===== src/rtl/sdram_cmd_sequencer.sv =====
// sdram_cmd_sequencer
//   Responder side of the SDRAM host command decoder. Arbitrates decoded host
//   strobes, init-sequence strobes and periodic refresh requests. Issues timed
//   SDRAM pin commands (ACT, RD/WR with auto-precharge, PRE-all, AREF, MRS) and
//   acknowledges accesses and refreshes back to the decoder.
//
// Ports
//   CLK, RESET_N                     clock, async active-low reset
//   NOP, READA, WRITEA               decoded host commands (levels)
//   REFRESH, PRECHARGE, LOAD_MODE    init-sequence strobes (1-cycle pulses)
//   SADDR[ASIZE-1:0]                 {BA, ROW, COL}
//   REF_REQ, INIT_REQ                refresh request, power-up wait in progress
//   CM_ACK, REF_ACK                  1-cycle acknowledges
//   OE                               DQ output enable for write data
//   SA, BA, CS_N/RAS_N/CAS_N/WE_N    SDRAM address, bank and command pins
//   CKE                              clock enable
//
// Build option
//   SDRAM_PWRDN_EN : enter power-down (CKE=0) after 64 idle cycles.
//
// Timing note: every wait state exits so that the next command lands exactly
// N cycles after the previous one, where N is the spacing for that command.
// The counter is therefore loaded with N-2 at issue.

module sdram_cmd_sequencer #(
    parameter int          ROWSIZE  = 12,
    parameter int          COLSIZE  = 9,
    parameter int          ASIZE    = 2 + ROWSIZE + COLSIZE,
    parameter int          TRCD     = 3,
    parameter int          TCL      = 3,
    parameter int          TRP      = 3,
    parameter int          TWR      = 2,
    parameter int          TRFC     = 7,
    parameter int          TMRD     = 2,
    parameter int          BL       = 8,
    parameter logic [11:0] MODE_REG = 12'h033
) (
    input  logic               CLK,
    input  logic               RESET_N,
    input  logic               NOP,
    input  logic               READA,
    input  logic               WRITEA,
    input  logic               REFRESH,
    input  logic               PRECHARGE,
    input  logic               LOAD_MODE,
    input  logic [ASIZE-1:0]   SADDR,
    input  logic               REF_REQ,
    input  logic               INIT_REQ,
    output logic               CM_ACK,
    output logic               REF_ACK,
    output logic               OE,
    output logic [ROWSIZE-1:0] SA,
    output logic [1:0]         BA,
    output logic               CS_N,
    output logic               RAS_N,
    output logic               CAS_N,
    output logic               WE_N,
    output logic               CKE
);

    localparam int RD_WAIT = TCL + BL + TRP - 1;
    localparam int WR_WAIT = BL + TWR + TRP - 1;
    localparam int CNT_MAX = (TRFC > TCL + BL + TWR + TRP) ? TRFC : TCL + BL + TWR + TRP;
    localparam int CW      = $clog2(CNT_MAX + 1);

    localparam logic [CW-1:0] L_TRCD   = CW'(TRCD - 2);
    localparam logic [CW-1:0] L_TRP    = CW'(TRP - 2);
    localparam logic [CW-1:0] L_TRFC   = CW'(TRFC - 2);
    localparam logic [CW-1:0] L_TMRD   = CW'(TMRD - 2);
    localparam logic [CW-1:0] L_RD     = CW'(RD_WAIT - 2);
    localparam logic [CW-1:0] L_WR     = CW'(WR_WAIT - 2);
    // Counter value seen on the edge that ends the BL-cycle OE window.
    localparam logic [CW-1:0] L_OE_END = CW'(WR_WAIT - 2 - (BL - 1));

    localparam logic [3:0] C_NOP  = 4'b0111;
    localparam logic [3:0] C_ACT  = 4'b0011;
    localparam logic [3:0] C_RD   = 4'b0101;
    localparam logic [3:0] C_WR   = 4'b0100;
    localparam logic [3:0] C_PRE  = 4'b0010;
    localparam logic [3:0] C_AREF = 4'b0001;
    localparam logic [3:0] C_MRS  = 4'b0000;

    typedef enum logic [2:0] {
        IDLE, ACT_W, RW, BURST, PRE_W, REF_W, MRS_W
`ifdef SDRAM_PWRDN_EN
        , PWRDN
`endif
    } state_t;

    state_t             state;
    logic [CW-1:0]      cnt;
    logic [3:0]         cmd;
    logic               is_wr;
    logic [COLSIZE-1:0] col_q;

    assign {CS_N, RAS_N, CAS_N, WE_N} = cmd;

`ifdef SDRAM_PWRDN_EN
    logic       cke_q;
    logic [5:0] idle_cnt;
    logic       any_req;
    assign any_req = INIT_REQ | PRECHARGE | REFRESH | LOAD_MODE | REF_REQ | READA | WRITEA;
    assign CKE     = cke_q;
`else
    assign CKE = 1'b1;
`endif

    always_ff @(posedge CLK or negedge RESET_N) begin
        if (!RESET_N) begin
            state   <= IDLE;
            cnt     <= '0;
            cmd     <= C_NOP;
            is_wr   <= 1'b0;
            col_q   <= '0;
            SA      <= '0;
            BA      <= '0;
            OE      <= 1'b0;
            CM_ACK  <= 1'b0;
            REF_ACK <= 1'b0;
`ifdef SDRAM_PWRDN_EN
            cke_q    <= 1'b1;
            idle_cnt <= '0;
`endif
        end else begin
            cmd     <= C_NOP;
            CM_ACK  <= 1'b0;
            REF_ACK <= 1'b0;
`ifdef SDRAM_PWRDN_EN
            idle_cnt <= '0;
`endif
            case (state)
                IDLE: begin
                    if (INIT_REQ) begin
                        // power-up wait: hold NOP, ignore everything else
                    end else if (PRECHARGE) begin
                        cmd    <= C_PRE;
                        SA     <= '0;
                        SA[10] <= 1'b1;
                        state  <= PRE_W;
                        cnt    <= L_TRP;
                    end else if (REFRESH) begin
                        cmd   <= C_AREF;
                        state <= REF_W;
                        cnt   <= L_TRFC;
                    end else if (LOAD_MODE) begin
                        cmd   <= C_MRS;
                        SA    <= ROWSIZE'(MODE_REG);
                        BA    <= 2'b00;
                        state <= MRS_W;
                        cnt   <= L_TMRD;
                    end else if (REF_REQ) begin
                        cmd     <= C_AREF;
                        REF_ACK <= 1'b1;
                        state   <= REF_W;
                        cnt     <= L_TRFC;
                    end else if ((READA || WRITEA) && !NOP) begin
                        // NOP from the decoder vetoes an access in the same cycle
                        cmd   <= C_ACT;
                        BA    <= SADDR[ASIZE-1 -: 2];
                        SA    <= SADDR[COLSIZE +: ROWSIZE];
                        col_q <= SADDR[COLSIZE-1:0];
                        is_wr <= !READA;
                        state <= ACT_W;
                        cnt   <= L_TRCD;
                    end else begin
`ifdef SDRAM_PWRDN_EN
                        idle_cnt <= idle_cnt + 6'd1;
                        if (idle_cnt == 6'd63) begin
                            cke_q <= 1'b0;
                            state <= PWRDN;
                        end
`endif
                    end
                end
                ACT_W: begin
                    if (cnt == '0) state <= RW;
                    else           cnt   <= cnt - 1'b1;
                end
                RW: begin
                    cmd    <= is_wr ? C_WR : C_RD;
                    SA     <= {{(ROWSIZE-COLSIZE){1'b0}}, col_q};
                    SA[10] <= 1'b1;     // auto-precharge
                    CM_ACK <= 1'b1;
                    OE     <= is_wr;
                    cnt    <= is_wr ? L_WR : L_RD;
                    state  <= BURST;
                end
                BURST: begin
                    if (OE && cnt == L_OE_END) OE <= 1'b0;
                    if (cnt == '0) state <= IDLE;
                    else           cnt   <= cnt - 1'b1;
                end
                PRE_W, REF_W, MRS_W: begin
                    if (cnt == '0) state <= IDLE;
                    else           cnt   <= cnt - 1'b1;
                end
`ifdef SDRAM_PWRDN_EN
                PWRDN: begin
                    // first edge raises CKE, second returns to IDLE: one NOP (tXP)
                    if (cke_q)        state <= IDLE;
                    else if (any_req) cke_q <= 1'b1;
                end
`endif
                default: state <= IDLE;
            endcase
        end
    end

endmodule

===== config.mk =====
export PLATFORM = sky130hd
export DESIGN_NAME = sdram_cmd_sequencer
export DESIGN_NICKNAME = d
export VERILOG_FILES = /design/src/rtl/sdram_cmd_sequencer.sv
export SDC_FILE = /design/constraint.sdc
export NUM_CORES = 1
export LEC_CHECK = 0
export ABC_AREA = 0
export BUFFER_PORTS_ARGS = -buffer_cell sky130_fd_sc_hd__buf_4
export CORE_MARGIN = 8
export CORE_UTILIZATION = 52
export DETAILED_ROUTE_END_ITERATION = 7
export GPL_TIMING_DRIVEN = 0
export MAX_ROUTING_LAYER = met4
export PLACE_DENSITY = 0.89
export SLEW_MARGIN = 10
export SYNTH_ARGS = -nofsm -noshare
export SYNTH_HDL_FRONTEND = slang
export SYNTH_SLANG_ARGS = --single-unit

===== constraint.sdc =====
create_clock -name CLK -period 2 [get_ports CLK]
set_input_delay 0.4 -clock CLK [delete_from_list [all_inputs] [get_ports CLK]]
set_output_delay 0.4 -clock CLK [all_outputs]
set_load 0.02 [all_outputs]

After elaboration in Yosys (flattened, before gate mapping)
Cells that the tools add are included.

$lt $le $gt $ge: 0. Shift operators: 0. Mux-type cells: 45. Bitwise operators: 5. $add $sub $neg: 1. Multipliers: 0. Reductions and logical operators: 19. Eq/ne operators: 17. Div/mod/pow operators: 0.

Operators with widths (count): two-way mux 12 bit (6); two-way mux 3 bit (14); two-way mux 5 bit (7); one-hot mux 12 bit (2 select lines) (1); one-hot mux 5 bit (3 select lines) (1); one-hot mux 3 bit (4 select lines) (1); two-way mux 1 bit (10); != test 2 bit, second input constant (5); equality test 3 bit, second input constant (3); != test 4 bit, second input constant (2); AND reduction 4 bit (2); AND reduction 7 bit (1); equality test 3 x 2 -> 1 bit, second input constant (2); two-way mux 2 bit (3); != test 6 bit, second input constant (1); one-hot mux 3 bit (2 select lines) (1); AND reduction 6 bit (1); nonzero test 2 bit (3); equality test 5 x 2 -> 1 bit, second input constant (1); logical NOT 5 bit (1); NOT 1 bit (5); AND reduction 5 bit (1); OR reduction 5 bit (1); subtractor 5 x 1 -> 5 bit, second input constant (1); 11 further kinds (13).

Memories kept: 0. Register bits after elaboration: 39. Word-level logic and storage cells: 97. Bits in latches: 0. RAM bits: 0. ROM bits: 0. Output and inout port bits: 22.

Logic depth before layout (Yosys ltp)
Gate-level depths: netlist (run 1).

Depth in word-level cells: 9. Depth in mapped cells: 7.

Worst setup path after synthesis (run 1)
OpenSTA, ideal clock, no wires.

Path kind: register to register. Start point: reg state[1]. End point: reg SA[1]. Setup slack: 0.305 ns. Buffers on the path: 2. Arrival: 1.571 ns. Cell stages (with the launch flop): 7. Cell sequence: dfrtp_1 > buf_6 > nor3b_2 > a31o_2 > a41oi_2 > buf_6 > mux2_2.

Longest elaborated chain between the ends: 3. Elaborated cells on any way between the ends: 9.

RTL lines: from (decl) (RTL line 90) `state_t state;`; from (signal assigned) (RTL line 110) `state <= IDLE;`; from (signal assigned) (RTL line 139) `state <= PRE_W;`; from (signal assigned) (RTL line 143) `state <= REF_W;`; logical NOT 3 bit or equality test 3 x 2 -> 1 bit (tied branches) (RTL line 131) `case (state)`; != test 4 bit (no source line), or another cell as far along; AND reduction 5 bit (no source line); to (signal assigned) (RTL line 147) `SA <= ROWSIZE'(MODE_REG);`; to (signal assigned) (RTL line 160) `SA <= SADDR[COLSIZE +: ROWSIZE];`; to (signal assigned) (RTL line 181) `SA <= {{(ROWSIZE-COLSIZE){1'b0}}, col_q};`; to (decl) (RTL line 52) `output logic [ROWSIZE-1:0] SA,`.

Parallel ways exist; a longest one is shown, timed or not. A chain may end at the register's enable or synchronous reset.

Final worst setup path (run 1)
Start point: reg state[1]. End point: reg SA[7].

Same word-level chain as after synthesis.

==> results by group, run 1 <==
Detailed routing
  – Final WL: about 5000 µm
  – Routed vias/inst: about 5.6
  – Vias: roughly 1600
  – Drt wl/cell: around 17 µm
  – Number of DRC markers in iteration 0: 131
  – Final ANT Viol Nets: 0
  – First drt pass iteration count: 4
  – DR DRC count: 0

Yosys
  – Post-synth EDFFs: 0
  – Most frequent cell after synthesis: dfrtp_1
  – YS warnings: 0
  – FFs w/ async S/R, synth: 100%
  – Cells after Synth: 183
  – Distinct cell type count after synthesis: 54
  – Syn Area/Cell: roughly 11 µm²
  – Seq/Total Area, Yosys: between 40% and 50%
  – Share of the synthesized area in the top cell type: 42.5%
  – Commonest cells post-synth: 35 x dfrtp_1, 15 x mux2_2, 15 x nand2_1, 11 x nor2_1
  – Syn nets: 218
  – Yosys reg bits: 38
  – Dominant synthesized flop cell: dfrtp_1
  – Post-Syn Area: between 2000 and 2500 µm²
  – Ranking of synthesized cells by area: dfrtp_1 43%, mux2_2 8.2%, mux2_4 5.8%, dfstp_2 3.8%, buf_6 2.7%
  – Cell accounting for the most synthesized area: dfrtp_1

Final layout
  – Synthesis-to-layout area growth: 27.3%
  – Nets@finish: 277
  – Layout cells sized above 1: 44.0%
  – Util after Layout: 67.0%
  – ANT cells: 0

GRT
  – First-pass GRT wire length: 8100 µm
  – Vias in the first global route: 1701
  – Largest net degree at the start of global routing: 39
  – Initial antenna violation count: 0
  – Total track usage: between 10% and 20%
  – GR Overflow Total: 0

Worst setup path
  – Worst-path fanout max: 10
  – Crit path DAT: 2000 ps
  – Startpoint Class: flip-flop
  – Req. time, crit path: 2180 ps
  – CP Class: reg -> reg
  – Cell family with most CP delay: compound AO/OA/AOI/OAI gates
  – Most common cell on crit path: buf_6
  – CP Buf/Inv Count: 2
  – Slowest CP cell: dfrtp_1
  – CP Capture Type: flip-flop
  – Max stage delay on crit path: 390 ps
  – Crit path cell chain: buf_6, nor3b_2, a31o_2, a41oi_2, buf_6, mux2_2

STA
  – Hold slack: 49.7 ps
  – Slew @ Worst Pin: roughly 870 ps
  – Period utilisation layout: 91.0%
  – Final setup viols: 0
  – Max Slew Vio Count: 0
  – Max Fclk: around 550 MHz
  – Final Hold Fails: 0
  – Setup_tns: 0 ps
  – Worst Skew: 11.3 ps
  – Max-slew headroom: 41.4%
  – RSZ-0062 raised after global routing: no
  – Final min period: ~1800 ps
  – Post-route setup slack: 179 ps

Floorplan
  – I/O pin count: between 50 and 60
  – Initial Util: 52.6%
  – Core area: a little under 4000 µm²
  – Die Width: 78.9 µm
  – FP Rows: 23
  – Die area: 6230 µm²
  – Die Span Y: 78.9 µm

Run status
  – Status: finished, final reports clean

Pwr
  – P_leak: 1.30 nW
  – Peak supply drop: 0.000677 V
  – Power per cell area: 1340 nW/µm²
  – Combinational share of power: 50.1%
  – Flop pwr share: 34.2%
  – Int Pwr: 0.00215 W
  – Switching Power: 0.00137 W
  – Clock share of power: approximately 16%
  – Switch share: 38.8%

Placement
  – Routability congestion estimate: 0.896
  – DP HPWL: 3600 µm
  – Dpl ws: 5.99 ps
  – IO buf count: 51

Run
  – Maxcap violations: 0

Clocking
  – CTS sink count: 38
  – Number of buffers created by CTS: 5
  – Worst-Skew Late Latency: roughly 300 ps
  – CTS tree: built
  – H-tree depth: 2
  – Max clock buf depth: 2
  – Clock Pin Slew Worst Setup and Hold Paths: 80 ps
  – Clk root buf: clkbuf_8

Min path
  – Worst hold path class: in -> async
==> cell families (layout without fill, tap and decap cells) <==
group / after synthesis / in the layout / share of synthesized area [%]
simple gates: 50 / 50 / 13.9
compound gates: 44 / 44 / 16.3
flops: 38 / 38 / 46.4
mux: 26 / 26 / 15.5
buf+inv: 21 / 81 / 6.44
fa+ha+maj: 2 / 2 / 1.21
other cells: 2 / 2 / 0.365
==> stage by stage <==
step	cells	area, µm²	power (W)
2_1_floorplan	183	2060	0.00240
3_3_place_gp	284	2500	0.00289
3_5_place_dp	284	2500	0.00293
4_1_cts	292	2600	0.00351
5_1_grt	293	2620	0.00377
6_report	293	2620	0.00352
==> path summary, 6_finish.rpt <==
kind | start | end | slack [ps] | depth (start not counted)
max in group asynchronous | RESET_N | cmd[1]$_DFF_PN1_ | 1570 | 1
worst max-delay path | state[1]$_DFFE_PN0P_ | SA[7]$_DFFE_PN0P_ | 180 | 6
worst min-delay path | RESET_N | is_wr$_DFFE_PN0P_ | 50 | 1
worst max register to register | state[1]$_DFFE_PN0P_ | SA[7]$_DFFE_PN0P_ | 180 | 6
min in group CLK | READA | is_wr$_DFFE_PN0P_ | 320 | 2
worst min register to register | SA[4]$_DFFE_PN0P_ | SA[4]$_DFFE_PN0P_ | 510 | 1
==> per-layer routing <==
layer  wire [µm]  track usage [%]  share of wire, %
met5           0                -                 0
met4          93             7.04               1.9
met3         333             5.19               6.7
met2        2440             26.2                49
met1        2110             19.9                42
==> final cells by class <==
type	count	area, µm²
plain buffers	13	103
clock buffers	6	82.6
clock inverters	2	12.5
fillers	330	1290
inverters	8	30.0
multi-input cells	124	986
flip-flops and latches	38	955
well taps	50	62.6
repair buffers	52	390
==> worst reg2reg max path, cell delays in order (launching register included) <==
cell	delay, ps
dfrtp_1	390
buf_6	140
nor3b_2	160
a31o_2	210
a41oi_2	250
buf_6	200
mux2_2	350
==> registers in the layout, summed over array words and instances, names as in the netlist <==
| signal | count |
|---|---|
| state | 3 |
| is_wr | 1 |
| BA | 2 |
| cmd | 3 |
| CM_ACK | 1 |
| OE | 1 |
| cnt | 5 |
| SA | 12 |
| col_q | 9 |
| REF_ACK | 1 |
==> power by group through the flow <==
stage / clock (W) / combinational (W) / sequential, W
6_report: 0.000552 / 0.00176 / 0.00121
5_1_grt: 0.000598 / 0.00193 / 0.00124
4_1_cts: 0.000568 / 0.00175 / 0.00120
3_5_place_dp: 0 / 0.00172 / 0.00121
3_3_place_gp: 0 / 0.00169 / 0.00120
2_1_floorplan: 0 / 0.00104 / 0.00136
==> cells in the final DEF, fill, tap and decap left out, types with 3 or more instances in the layout <==
master	instances
inv_1	8
nor2_1	11
a22o_1	6
dfstp_2	3
mux2i_1	3
nor2b_1	3
mux2_4	8
dfrtp_1	35
buf_6	5
o31ai_1	6
mux2_2	15
a21oi_1	6
o21ai_0	5
nand2_1	15
buf_4	56
clkbuf_8	6
==> repair_timing <==
item                       in CTS  in global routing
setup endpoints to repair       0                  1
setup buffers                   0                  1
resized for setup               0                  2
hold buffers                    0                  0
Note: power is estimated with default switching activity, not from simulation.
==> run 2: changes to the inputs <==
- PLACE_DENSITY: 0.89 -> not set
- PLACE_DENSITY_LB_ADDON: not set -> 0.25
==> run 2 against run 1 <==
Non-clock buffer count decreased by 1. Cell count decreased by 0.34%. Total power decreased by 1.6%. Utilization decreased by 0.42 points. Largest cell class unchanged. Largest power group unchanged. First-iteration DRC count decreased by 48%. Global-route usage decreased by 0.42 points.
==> results by group, run 2 (synthesis results as in run 1) <==
Final layout
  – Synthesis-to-layout area growth: 26.5%
  – Most frequent cells in the layout: 55 x buf_4, 35 x dfrtp_1, 15 x nand2_1, 15 x mux2_2, 11 x nor2_1
  – Commonest non-fill, non-tap cell in the layout: buf_4
  – Layout cells sized above 1: 43.0% (-1.1 points)
  – Largest regs: SA x12, col_q x9, cnt x5
  – Nets@finish: 276 (-0.36%)
  – Largest Register: SA
  – ANT cells: 0 (unchanged)
  – Util after Layout: 66.6% (-0.42 points)
  – Max reg flops: 12 (unchanged)
  – Cell area after layout: 2610 µm² (-0.62%)

Clocking
  – # resized after CTS: 0 (unchanged)
  – Max clock buf depth: 2 (unchanged)
  – Count of hold-fix buffers inserted at cts: 0 (unchanged)
  – Worst-Skew Late Latency: 280 ps (-20 ps)
  – H-tree depth: 2 (unchanged)
  – Setup Buffers After CTS: 0 (unchanged)
  – CTS sink count: 38 (unchanged)
  – Number of buffers created by CTS: 5 (unchanged)
  – CTS tree: built
  – Clk root buf: clkbuf_8
  – Clock Pin Slew Worst Setup and Hold Paths: 70 ps (about the same)

Worst setup path
  – CP Class: reg -> reg
  – Max stage delay on crit path: 390 ps (about the same)
  – Req. time, crit path: 2170 ps (about the same)
  – Worst-path fanout max: 10 (unchanged)
  – Slowest CP cell: dfrtp_1
  – Crit path cell chain: buf_6, nor3_1, o221ai_2, o21ai_2, mux2_2
  – Crit path DAT: 2030 ps (+30 ps)
  – Startpoint Class: flip-flop
  – CP Capture Type: flip-flop

Detailed routing
  – Final WL: 4820 µm (-3.1%)
  – First drt pass iteration count: 4 (unchanged)
  – Routed vias/inst: 5.42 (-2.3%)
  – Drt wl/cell: 16.5 µm (-2.8%)
  – DR DRC count: 0 (unchanged)
  – Vias: 1584 (-2.6%)
  – Final ANT Viol Nets: 0 (unchanged)
  – Number of DRC markers in iteration 0: 68 (-48%)

Pwr
  – Power per cell area: 1330 nW/µm² (-1.0%)
  – P_leak: 1.29 nW (-0.45%)
  – Peak supply drop: 0.000656 V (-3.2%)

GRT
  – First-pass GRT wire length: 7930 µm (-2.1%)
  – Total track usage: 16.4% (-0.42 points)
  – M3 GR Usage: 5.53% (+0.34 points)
  – Met2 Use GR: 24.5% (-1.7 points)
  – Largest net degree at the start of global routing: 39 (unchanged)
  – GR Overflow Total: 0 (unchanged)
  – Met1 Usage GRT: 21.1% (+1.2 points)
  – Vias in the first global route: 1568 (-7.8%)
  – Initial antenna violation count: 0 (unchanged)
  – Busiest grt layer: met2

STA
  – Final min period: 1860 ps (+38.0 ps)
  – Period utilisation layout: 92.9% (+1.9 points)
  – Max-slew headroom: 43.9% (+2.6 points)
  – Worst Skew: 1.64 ps (-9.66 ps)
  – Max Fclk: 538 MHz (-2.0%)
  – Final Hold Fails: 0 (unchanged)
  – Setup_tns: 0 ps (unchanged)
  – Slew @ Worst Pin: 834 ps (-38.0 ps)
  – Max Slew Vio Count: 0 (unchanged)
  – Post-route setup slack: 141 ps (-38.0 ps)
  – Final setup viols: 0 (unchanged)
  – RSZ-0062 raised after global routing: no

Run status
  – Status: finished, final reports clean

Min path
  – Worst hold path class: in -> async

Floorplan
  – Die Width: 78.9 µm (unchanged)
  – Die area: 6230 µm² (unchanged)
  – Core area: 3910 µm² (unchanged)
  – FP Rows: 23 (unchanged)
  – Die Span Y: 78.9 µm (unchanged)
  – Initial Util: 52.6% (unchanged)
  – I/O pin count: 55 (unchanged)

Placement
  – Routability congestion estimate: 0.788 (-12%)
  – DP HPWL: 3550 µm (-1.4%)
  – DP Area: 2500 µm² (unchanged)
  – Dpl ws: -47.3 ps (-53.3 ps)
  – IO buf count: 51 (unchanged)

Run
  – Maxcap violations: 0 (unchanged)
-- run 2: cell types whose count changed in the layout (fill, tap and decap cells not counted) --
cell / change
buf_4: -1
clkbuf_1: +1
clkinvlp_4: -1
nor3_1: +1
nor3_2: -1
-- run 2: where the power goes --
group	internal (W)	switching, W	total, W
clock	0.000278	0.000265	0.000544
sequential	0.00103	0.000173	0.00120
combinational	0.000842	0.000877	0.00172
total	0.00215	0.00132	0.00346
-- run 2: final cells by class --
cell class                      instances  area, µm²
Timing Repair Buffer                   51        383
Clock inverter                          1       5.00
Fill cell                             333       1310
Clock buffer                            7       86.3
Inverter                                8       30.0
Sequential cell                        38        955
Tap cell                               50       62.6
Multi-Input combinational cell        124        981
Buffer                                 13        103
-- run 2: worst paths after layout --
check / start / to / slack (ps) / depth (start not counted)
worst max-delay path: state[1]$_DFFE_PN0P_ / state[2]$_DFFE_PN0P_ / 140 / 5
worst min-delay path: RESET_N / CM_ACK$_DFF_PN0_ / 70 / 1
worst max register to register: state[1]$_DFFE_PN0P_ / state[2]$_DFFE_PN0P_ / 140 / 5
worst min register to register: SA[0]$_DFFE_PN0P_ / SA[0]$_DFFE_PN0P_ / 510 / 1
max in group asynchronous: RESET_N / cmd[2]$_DFF_PN1_ / 1570 / 1
min in group CLK: READA / is_wr$_DFFE_PN0P_ / 330 / 2
-- run 2: per-stage QoR --
| step | hold slack [ps] | instances | power (W) |
|---|---|---|---|
| global route | 102 | 292 | 0.00371 |
| global placement | 393 | 284 | 0.00290 |
| CTS | 80.8 | 292 | 0.00348 |
| floorplan | 104 | 183 | 0.00240 |
| detailed placement | 393 | 284 | 0.00293 |
| finish | 68.0 | 292 | 0.00346 |
-- run 2: layer usage --
metal,share of wire (%),vias to the layer above
met5,0,-
met4,0.85,0
met3,5.5,8
met2,47,53
met1,47,752
li1,-,771
-- run 2: worst max-delay path, delay by kind of cell (launching register included) --
family,cells,cell delay [ps]
compound gates,2,490
buf+inv,1,140
flops,1,390
mux,1,350
simple gates,1,360
